## src/rtl/spi_target_pkg.sv

```systemverilog
// spi_target_pkg: shared SD-over-SPI framing constants and frame FSM states
package spi_target_pkg;
   localparam int         SPI_FRAME_BYTES = 6;
   localparam logic [1:0] SD_START_BITS   = 2'b01;
   localparam logic [6:0] CRC7_POLY       = 7'h09;
   typedef enum logic [1:0] {HUNT, COLLECT, DONE} frame_state_e;
endpackage

```

## src/rtl/spi_target_if.sv

```systemverilog
// spi_target_if: SPI pins plus byte/command side of the SD SPI target
interface spi_target_if;
   logic        sclk, mosi, _cs, miso, miso_oe;
   logic [7:0]  rx_data, tx_data;
   logic        rx_valid, tx_load, tx_ready, cmd_valid, cmd_crc_err;
   logic [5:0]  cmd_index;
   logic [31:0] cmd_arg;
   modport slave (
      input  sclk, mosi, _cs, tx_data, tx_load,
      output miso, miso_oe, rx_data, rx_valid, tx_ready, cmd_index, cmd_arg, cmd_valid, cmd_crc_err
   );
   modport master (
      output sclk, mosi, _cs, tx_data, tx_load,
      input  miso, miso_oe, rx_data, rx_valid, tx_ready, cmd_index, cmd_arg, cmd_valid, cmd_crc_err
   );
endinterface

```

## src/rtl/spi_crc7.sv

```systemverilog
// spi_crc7: serial CRC7 (x^7+x^3+1, init 0) with clear and bit-enable
module spi_crc7
   import spi_target_pkg::*;
(
   input  logic       clk,
   input  logic       rst,
   input  logic       clr,
   input  logic       en,
   input  logic       din,
   output logic [6:0] crc
);
   always_ff @(posedge clk or posedge rst)
      if (rst) crc <= '0;
      else if (clr) crc <= '0;
      else if (en) crc <= {crc[5:0], 1'b0} ^ ((din ^ crc[6]) ? CRC7_POLY : 7'h00);
endmodule

```

## src/rtl/spi_target.sv

```systemverilog
// spi_target: oversampled SPI mode-0 SD card target with 6-byte command framing
// Define SPI_TARGET_CRC7_CHECK_EN to check the CRC7 of every command frame.
module spi_target
   import spi_target_pkg::*;
#(
   parameter int         SYNC_STAGES = 2,
   parameter logic [7:0] IDLE_BYTE   = 8'hFF
) (
   input logic         clk,
   input logic         reset,
   spi_target_if.slave bus
);
   localparam int N = SYNC_STAGES;
   logic [N-1:0] sclk_s, mosi_s, cs_s;
   logic [2:0]   bit_cnt, byte_cnt;
   logic [6:0]   rx_shift;
   logic [7:0]   rx_data, tx_shift, tx_hold, load_byte;
   logic [5:0]   cmd_index;
   logic [31:0]  cmd_arg;
   logic         rx_valid, tx_full, miso, sel, rise, fall, cs_fall, cs_rise;
   logic         byte_done, start, last, cmd_crc_err;
   frame_state_e state, state_n;

   always_ff @(posedge clk or posedge reset)
      if (reset) begin
         sclk_s <= '0;
         mosi_s <= '0;
         cs_s   <= '1;
      end else begin
         sclk_s <= {sclk_s[N-2:0], bus.sclk};
         mosi_s <= {mosi_s[N-2:0], bus.mosi};
         cs_s   <= {cs_s[N-2:0], bus._cs};
      end

   assign sel       = ~cs_s[N-2];
   assign rise      = sel & sclk_s[N-2] & ~sclk_s[N-1];
   assign fall      = sel & ~sclk_s[N-2] & sclk_s[N-1];
   assign cs_fall   = ~cs_s[N-2] & cs_s[N-1];
   assign cs_rise   = cs_s[N-2] & ~cs_s[N-1];
   assign byte_done = rise & (bit_cnt == 3'd7);
   assign load_byte = tx_full ? tx_hold : IDLE_BYTE;

   // tx_shift keeps the next bit to emit in [7]; the MSB of a fresh byte leaves at _cs fall or the 8th fall
   always_ff @(posedge clk or posedge reset)
      if (reset) begin
         bit_cnt  <= '0;
         rx_shift <= '0;
         rx_data  <= '0;
         rx_valid <= 1'b0;
         tx_shift <= '1;
         tx_hold  <= '0;
         tx_full  <= 1'b0;
         miso     <= 1'b1;
      end else begin
         rx_valid <= byte_done;
         tx_full  <= (tx_full & ~(cs_fall | byte_done)) | (bus.tx_load & ~tx_full);
         if (bus.tx_load & ~tx_full) tx_hold <= bus.tx_data;
         if (cs_rise) begin
            bit_cnt <= '0;
            miso    <= 1'b1;
         end else if (rise) begin
            rx_shift <= {rx_shift[5:0], mosi_s[N-1]};
            bit_cnt  <= bit_cnt + 3'd1;
            if (bit_cnt == 3'd7) rx_data <= {rx_shift, mosi_s[N-1]};
         end
         if (cs_fall) begin
            tx_shift <= {load_byte[6:0], 1'b1};
            miso     <= load_byte[7];
         end else if (byte_done) tx_shift <= load_byte;
         else if (fall) begin
            miso     <= tx_shift[7];
            tx_shift <= {tx_shift[6:0], 1'b1};
         end
      end

   assign start = rx_valid & (rx_data[7:6] == SD_START_BITS);
   assign last  = rx_valid & (byte_cnt == 3'(SPI_FRAME_BYTES - 1));

   always_ff @(posedge clk or posedge reset)
      if (reset) state <= HUNT;
      else state <= state_n;

   always_comb begin
      state_n = state;
      if (cs_rise) state_n = HUNT;
      else if (state == HUNT) state_n = start ? COLLECT : HUNT;
      else if (state == COLLECT) state_n = last ? DONE : COLLECT;
      else state_n = HUNT;
   end

   always_ff @(posedge clk or posedge reset)
      if (reset) begin
         byte_cnt  <= '0;
         cmd_index <= '0;
         cmd_arg   <= '0;
      end else if (state == HUNT && state_n == COLLECT) begin
         cmd_index <= rx_data[5:0];
         byte_cnt  <= 3'd1;
      end else if (state == COLLECT && state_n == COLLECT && rx_valid) begin
         cmd_arg  <= {cmd_arg[23:0], rx_data};
         byte_cnt <= byte_cnt + 3'd1;
      end

`ifdef SPI_TARGET_CRC7_CHECK_EN
   logic [7:0] crc_sh;
   logic [3:0] crc_cnt;
   logic [6:0] crc;
   logic       crc_clr, crc_feed;
   // frame bytes 1..5 are replayed bit-serially into the CRC long before byte 6 completes
   assign crc_clr  = state == HUNT && state_n == COLLECT;
   assign crc_feed = crc_clr || (state == COLLECT && state_n == COLLECT && rx_valid);

   always_ff @(posedge clk or posedge reset)
      if (reset) begin
         crc_sh      <= '0;
         crc_cnt     <= '0;
         cmd_crc_err <= 1'b0;
      end else begin
         if (crc_feed) begin
            crc_sh  <= rx_data;
            crc_cnt <= 4'd8;
         end else if (crc_cnt != 4'd0) begin
            crc_sh  <= {crc_sh[6:0], 1'b0};
            crc_cnt <= crc_cnt - 4'd1;
         end
         if (state == COLLECT && state_n == DONE) cmd_crc_err <= (rx_data[7:1] != crc) | ~rx_data[0];
      end

   spi_crc7 u_crc (
      .clk (clk),
      .rst (reset),
      .clr (crc_clr),
      .en  (crc_cnt != 4'd0),
      .din (crc_sh[7]),
      .crc (crc)
   );
`else
   assign cmd_crc_err = 1'b0;
`endif

   assign bus.miso        = miso;
   assign bus.miso_oe     = sel;
   assign bus.rx_data     = rx_data;
   assign bus.rx_valid    = rx_valid;
   assign bus.tx_ready    = ~tx_full;
   assign bus.cmd_index   = cmd_index;
   assign bus.cmd_arg     = cmd_arg;
   assign bus.cmd_valid   = state == DONE;
   assign bus.cmd_crc_err = cmd_crc_err;
endmodule

```

## src/flat_wrapper.sv

```systemverilog
// flat-port wrapper written by rule: the top's interface ports become plain ports
module spi_target_flat import spi_target_pkg::*;
#(
   parameter int         SYNC_STAGES = 2,
   parameter logic [7:0] IDLE_BYTE   = 8'hFF
)
  (clk, reset, bus_sclk, bus_mosi, bus__cs, bus_tx_data, bus_tx_load, bus_miso, bus_miso_oe, bus_rx_data, bus_rx_valid, bus_tx_ready, bus_cmd_index, bus_cmd_arg, bus_cmd_valid, bus_cmd_crc_err);
  spi_target_if bus_i ();
  input logic clk;
  input logic reset;
  input wire logic [$bits(bus_i.sclk)-1:0] bus_sclk;
  input wire logic [$bits(bus_i.mosi)-1:0] bus_mosi;
  input wire logic [$bits(bus_i._cs)-1:0] bus__cs;
  input wire logic [$bits(bus_i.tx_data)-1:0] bus_tx_data;
  input wire logic [$bits(bus_i.tx_load)-1:0] bus_tx_load;
  output wire logic [$bits(bus_i.miso)-1:0] bus_miso;
  output wire logic [$bits(bus_i.miso_oe)-1:0] bus_miso_oe;
  output wire logic [$bits(bus_i.rx_data)-1:0] bus_rx_data;
  output wire logic [$bits(bus_i.rx_valid)-1:0] bus_rx_valid;
  output wire logic [$bits(bus_i.tx_ready)-1:0] bus_tx_ready;
  output wire logic [$bits(bus_i.cmd_index)-1:0] bus_cmd_index;
  output wire logic [$bits(bus_i.cmd_arg)-1:0] bus_cmd_arg;
  output wire logic [$bits(bus_i.cmd_valid)-1:0] bus_cmd_valid;
  output wire logic [$bits(bus_i.cmd_crc_err)-1:0] bus_cmd_crc_err;
  assign bus_i.sclk = bus_sclk;
  assign bus_i.mosi = bus_mosi;
  assign bus_i._cs = bus__cs;
  assign bus_i.tx_data = bus_tx_data;
  assign bus_i.tx_load = bus_tx_load;
  assign bus_miso = bus_i.miso;
  assign bus_miso_oe = bus_i.miso_oe;
  assign bus_rx_data = bus_i.rx_data;
  assign bus_rx_valid = bus_i.rx_valid;
  assign bus_tx_ready = bus_i.tx_ready;
  assign bus_cmd_index = bus_i.cmd_index;
  assign bus_cmd_arg = bus_i.cmd_arg;
  assign bus_cmd_valid = bus_i.cmd_valid;
  assign bus_cmd_crc_err = bus_i.cmd_crc_err;
  spi_target #(.SYNC_STAGES(SYNC_STAGES), .IDLE_BYTE(IDLE_BYTE)) u_core (.clk(clk), .reset(reset), .bus(bus_i));
endmodule
```

## config.mk

```make
export PLATFORM = sky130hd
export DESIGN_NAME = spi_target_flat
export DESIGN_NICKNAME = d
export VERILOG_FILES = /design/src/rtl/spi_target_pkg.sv /design/src/rtl/spi_target_if.sv /design/src/rtl/spi_crc7.sv /design/src/rtl/spi_target.sv /design/src/flat_wrapper.sv
export SDC_FILE = /design/constraint.sdc
export NUM_CORES = 1
export LEC_CHECK = 0
export ABC_AREA = 1
export CAP_MARGIN = 20
export CORE_UTILIZATION = 56
export CTS_BUF_LIST = sky130_fd_sc_hd__clkbuf_16
export CTS_CLUSTER_DIAMETER = 50
export CTS_CLUSTER_SIZE = 20
export DETAILED_ROUTE_END_ITERATION = 6
export GPL_TIMING_DRIVEN = 0
export PLACE_DENSITY_LB_ADDON = 0.2
export SYNTH_ARGS = -nofsm -noshare
export SYNTH_HDL_FRONTEND = slang
export SYNTH_HIERARCHICAL = 1
export SYNTH_SLANG_ARGS = --single-unit
```

## constraint.sdc

```tcl
create_clock -name clk -period 5.4 [get_ports clk]
set_clock_uncertainty 0.1 [all_clocks]
set_input_delay 0.81 -clock clk [delete_from_list [all_inputs] [get_ports clk]]
set_output_delay 0.81 -clock clk [all_outputs]
set_load 0.1 [all_outputs]
```

# Yosys cells after proc, flatten, opt, wreduce, memory -nomap -nowiden
# Cells that the tools add are included.
[totals]
register_bits = 86
out_inout_bits = 52
word_cells = 71
[classes]
n_addsub = 2
eq_ne = 6
muxes = 17
bitwise_logic = 21
n_reduce_logical = 10
[op_table]
columns = ["op", "count"]
rows = [
  ["$mux 8", 4],
  ["$mux 3", 4],
  ["$and 1x1->1", 11],
  ["$mux 2", 4],
  ["$not 1->1", 8],
  ["$add 3x1->3 const B", 2],
  ["$eq 2x1->1 const B", 3],
  ["$eq 3x3->1 const B", 2],
  ["$mux 1", 5],
  ["$reduce_and 2->1", 2],
  ["$reduce_bool 2->1", 2],
  ["$logic_and 1x1->1", 3],
  ["$reduce_and 3->1", 1],
  ["$reduce_bool 3->1", 1],
  ["$eq 2x2->1 const B", 1],
  ["$logic_not 2->1", 1],
  ["$or 1x1->1", 2],
]

# Longest topological paths before layout
[depth]
ltp_word = 11
mapped_depth = 9
mapped_depth_nobuf = 8

# Least setup slack after synthesis
# OpenSTA, ideal clock, no wires.
[synth_timing]
path_kind = "register to output"
from = "register u_core.state[1]"
to = "output bus_cmd_valid"
t_arrival_ns = 1.673
required_time_ns = 4.490
setup_slack_ns = 2.817
path_stages_with_launch = 3
cell_sequence = "dfrtp_1 > inv_1 > nor2_1"
[synth_between]
elab_chain_cells = 1
[synth_rtl]
columns = ["item", "line", "source"]
rows = [
  ["start: declaration", "spi_target.sv:22", "frame_state_e state, state_n;"],
  ["start signal: assignment", "spi_target.sv:81", "else state <= state_n;"],
  ["$eq 2x2->1", "spi_target.sv:148", "assign bus.cmd_valid = state == DONE;"],
  ["end: declaration", "flat_wrapper.sv:23", "output wire logic [$bits(bus_i.cmd_valid)-1:0] bus_cmd_valid;"],
]
# No other way between the ends.

# Worst setup path in the final report
# Same ends and word-level chain as after synthesis.

==> results.py <==
metrics = {
    "status": {
        "status": "complete, no violations",
    },
    "synth": {
        "synth_cell_type_count": 28,
        "syn_inst": 385,
        "yosys.area.top_type": "dfrtp_1",
        "ys_ff_latch": 86,
        "synth_warnings": 6,
        "synth_area_leaders": "dfrtp_1 53%, nand2_1 13%, dfstp_2 8.1%, nor2_1 3.7%, inv_1 2.9%",
        "ys_seq_area_frac": 0.606,
        "synthesis.area_um2": 3570,
        "postSynthAreaPerCell_um2": 9.28,
        "syn-num-nets": 403,
        "synth_top_cell_area_share": 0.525,
    },
    "detailed_routing": {
        "met3_length_um": 409,
        "viasPerCell": 5.24,
        "wl_met2_um": 4170,
        "wl_um": 8060,
        "vias": 2833,
        "dr.pass1.iters": 4,
        "drcViolationCount": 0,
        "antenna_left": 0,
        "top_layer": "met4",
        "met1_length_um": 3400,
        "drtIter0Drc": 156,
        "wl_per_cell_um": 14.9,
    },
    "timing": {
        "setup_viol": 0,
        "layout_worst_path_cycle_share": 0.548,
        "slew_headroom": 0.329,
        "layout_setup_ws_ns": 2.44,
        "setup_tns_ns": 0,
        "finalHoldViolCount": 0,
        "grt_setup_unrepaired": "false",
        "period_needed_ns": 2.96,
        "tightest_slew_ns": 1.00,
        "timing.fmax_mhz": 338,
        "maxSlewViolCount": 0,
    },
    "clock_network": {
        "numCtsBuffers": 9,
        "root_buffer": "clkbuf_16",
        "holdBufCountCts": 0,
        "tritoncts": "done",
        "htreeDepth": 3,
        "cts_buffer_depth": 2,
        "clkTransAtPathRegs_ns": 0.06,
        "clock-sinks": 86,
        "cts_resized": 0,
        "postCtsSetupBuffers": 0,
        "clock_latency_ns": 0.33,
    },
    "global_route": {
        "grt_pass1_wl_um": 13400,
        "antenna_found_initial": 0,
        "grt_start_max_net_pins": 53,
        "grt_pass1_vias": 2803,
        "grt_usage": 0.273,
        "grt-ovfl-total": 0,
    },
    "run": {
        "cap_viol_max_count": 0,
    },
    "worst_setup_path": {
        "cp_cell_sequence": "inv_1 > nor2_1 > clkdlybuf4s50_1",
        "worstPathMaxFanout": 4,
        "end_kind": "output pin",
        "critPathTopFamily": "buffers and inverters",
        "rrSetupSlack_ns": 3.52,
        "timing.rr.start": "u_core/bit_cnt[0]",
        "r2r_end": "u_core/bus.rx_data[0]",
        "critPathLaunchType": "flop",
        "critical_path_arrival_ns": 2.05,
        "cp_data_required_time_ns": 4.49,
        "critical-path-max-stage-delay_ns": 1.15,
        "reg2reg_depth": 6,
        "cpMaxStageDelayCell": "clkdlybuf4s50_1",
        "worst-path-buf-inv": 2,
        "path_class": "flop to output pin",
    },
    "floorplan": {
        "rows": 28,
        "start_util": 0.593,
        "dieHeight_um": 81.9,
        "die-area_um2": 6700,
        "io_pins": 66,
        "coreArea_um2": 6030,
        "die_w_um": 81.9,
    },
    "layout": {
        "areaGrowthSynthToFinish_pct": 31.5,
        "fin_area_um2": 4700,
        "layout_common_cells": "125 x nand2_1, 75 x dfrtp_1, 64 x clkdlybuf4s50_1, 35 x nor2_1, 28 x inv_1",
        "diodes": 0,
        "drive_gt1_frac": 0.137,
        "final_util": 0.780,
        "final_cell_count_no_fill": 541,
        "nets": 479,
        "layout_commonest_cell": "nand2_1",
    },
    "min_path": {
        "hold_depth": 0,
        "holdCritPathClass": "flop to flop",
        "min_from": "u_core/mosi_s[0]",
        "holdPathEnd": "u_core/mosi_s[1]",
    },
    "pwr": {
        "vdd_drop_max_mv": 0.281,
        "p_per_area_nw_per_um2": 354,
        "power_leakage_uw": 0.00230,
    },
    "placed_design": {
        "dp_slack_ns": 2.78,
        "portBuffers": 64,
        "place_inst": 525,
        "hpwl_um": 5420,
        "routabilityCongestion": 0.805,
        "place_area_um2": 4340,
    },
}
## routing by layer
metal	vias up	global-route usage
li1	1366	-
met5	-	0
met1	1368	0.327
met4	0	0.0982
met3	8	0.0700
met2	91	0.474
## worst reg2reg max path: cells and delay by family, from the launching register on
family | cells | cell delay (ns)
AOI/OAI and AO/OA | 1 | 0.17
adders and majority gates | 2 | 0.39
DFF | 1 | 0.40
and+or+nand+nor | 1 | 0.15
buffers and inverters | 2 | 0.54
## cell families after synthesis
group	synth area share
simple gates	0.227
buf+inv	0.0658
compound gates	0.0581
fa+ha+maj	0.0140
xor+xnor	0.00245
mux	0.0252
flops	0.606
other cells	0.00105
## worst max-delay path by stage
stage	from	endpoint	slack [ns]	depth (start not counted)
after detailed placement	u_core/state[1]	bus_cmd_valid	2.78	3
after CTS	u_core/state[1]	bus_cmd_valid	2.42	3
after global routing	u_core/state[1]	bus_cmd_valid	2.38	3
final	u_core/state[1]	bus_cmd_valid	2.44	3
after global placement	reset	u_core/mosi_s[0]	1.03	2
after floorplan	reset	u_core/bit_cnt[0]	2.29	1
## layout make-up
class	instances	area, um^2
repair buffers	65	668
well taps	75	93.8
multi-input cells	249	1170
plain buffers	17	111
flip-flops and latches	86	2170
clock inverters	7	136
fillers	428	1330
clock buffers	9	225
inverters	33	126
## power breakdown
| part | leakage [uW] | switching, uW | internal [uW] |
|---|---|---|---|
| clock network | 0.000179 | 239 | 497 |
| logic | 0.000989 | 120 | 69.8 |
| registers | 0.00113 | 30.8 | 707 |
| total | 0.00230 | 390 | 1270 |
## state kept, by name, summed over array words and instances (netlist names)
name                  count
u_core/tx_shift           8
u_core/byte_cnt           3
u_core/tx_full            1
u_core/bus.rx_data        8
u_core/bus.miso           1
u_core/rx_shift           7
u_core/bus.cmd_index      6
u_core/mosi_s             2
u_core/state              2
u_core/tx_hold            8
u_core/bus.rx_valid       1
u_core/bus.cmd_arg       32
u_core/bit_cnt            3
u_core/sclk_s             2
u_core/cs_s               2
## per-stage QoR
| stage | hold WS (ns) | total power (uW) |
|---|---|---|
| finish | 0.249 | 1660 |
| global route | 0.267 | 1730 |
| CTS | 0.252 | 1680 |
| detailed placement | 0.238 | 933 |
| global placement | 0.234 | 921 |
| floorplan | 0.231 | 879 |
## Yosys cell counts, drive strengths merged
cell type  number
o21ai          30
xor2            1
dfrtp          75
inv            33
conb            1
dfstp          11
nand3b          1
buf            16
nor4            1
clkbuf          1
nand2         128
nor2           38
a21oi          10
nand3          18
o211ai          1
nor3            1
ha              4
nand4           7
mux2            8
Power figures use the tool's default switching activity.
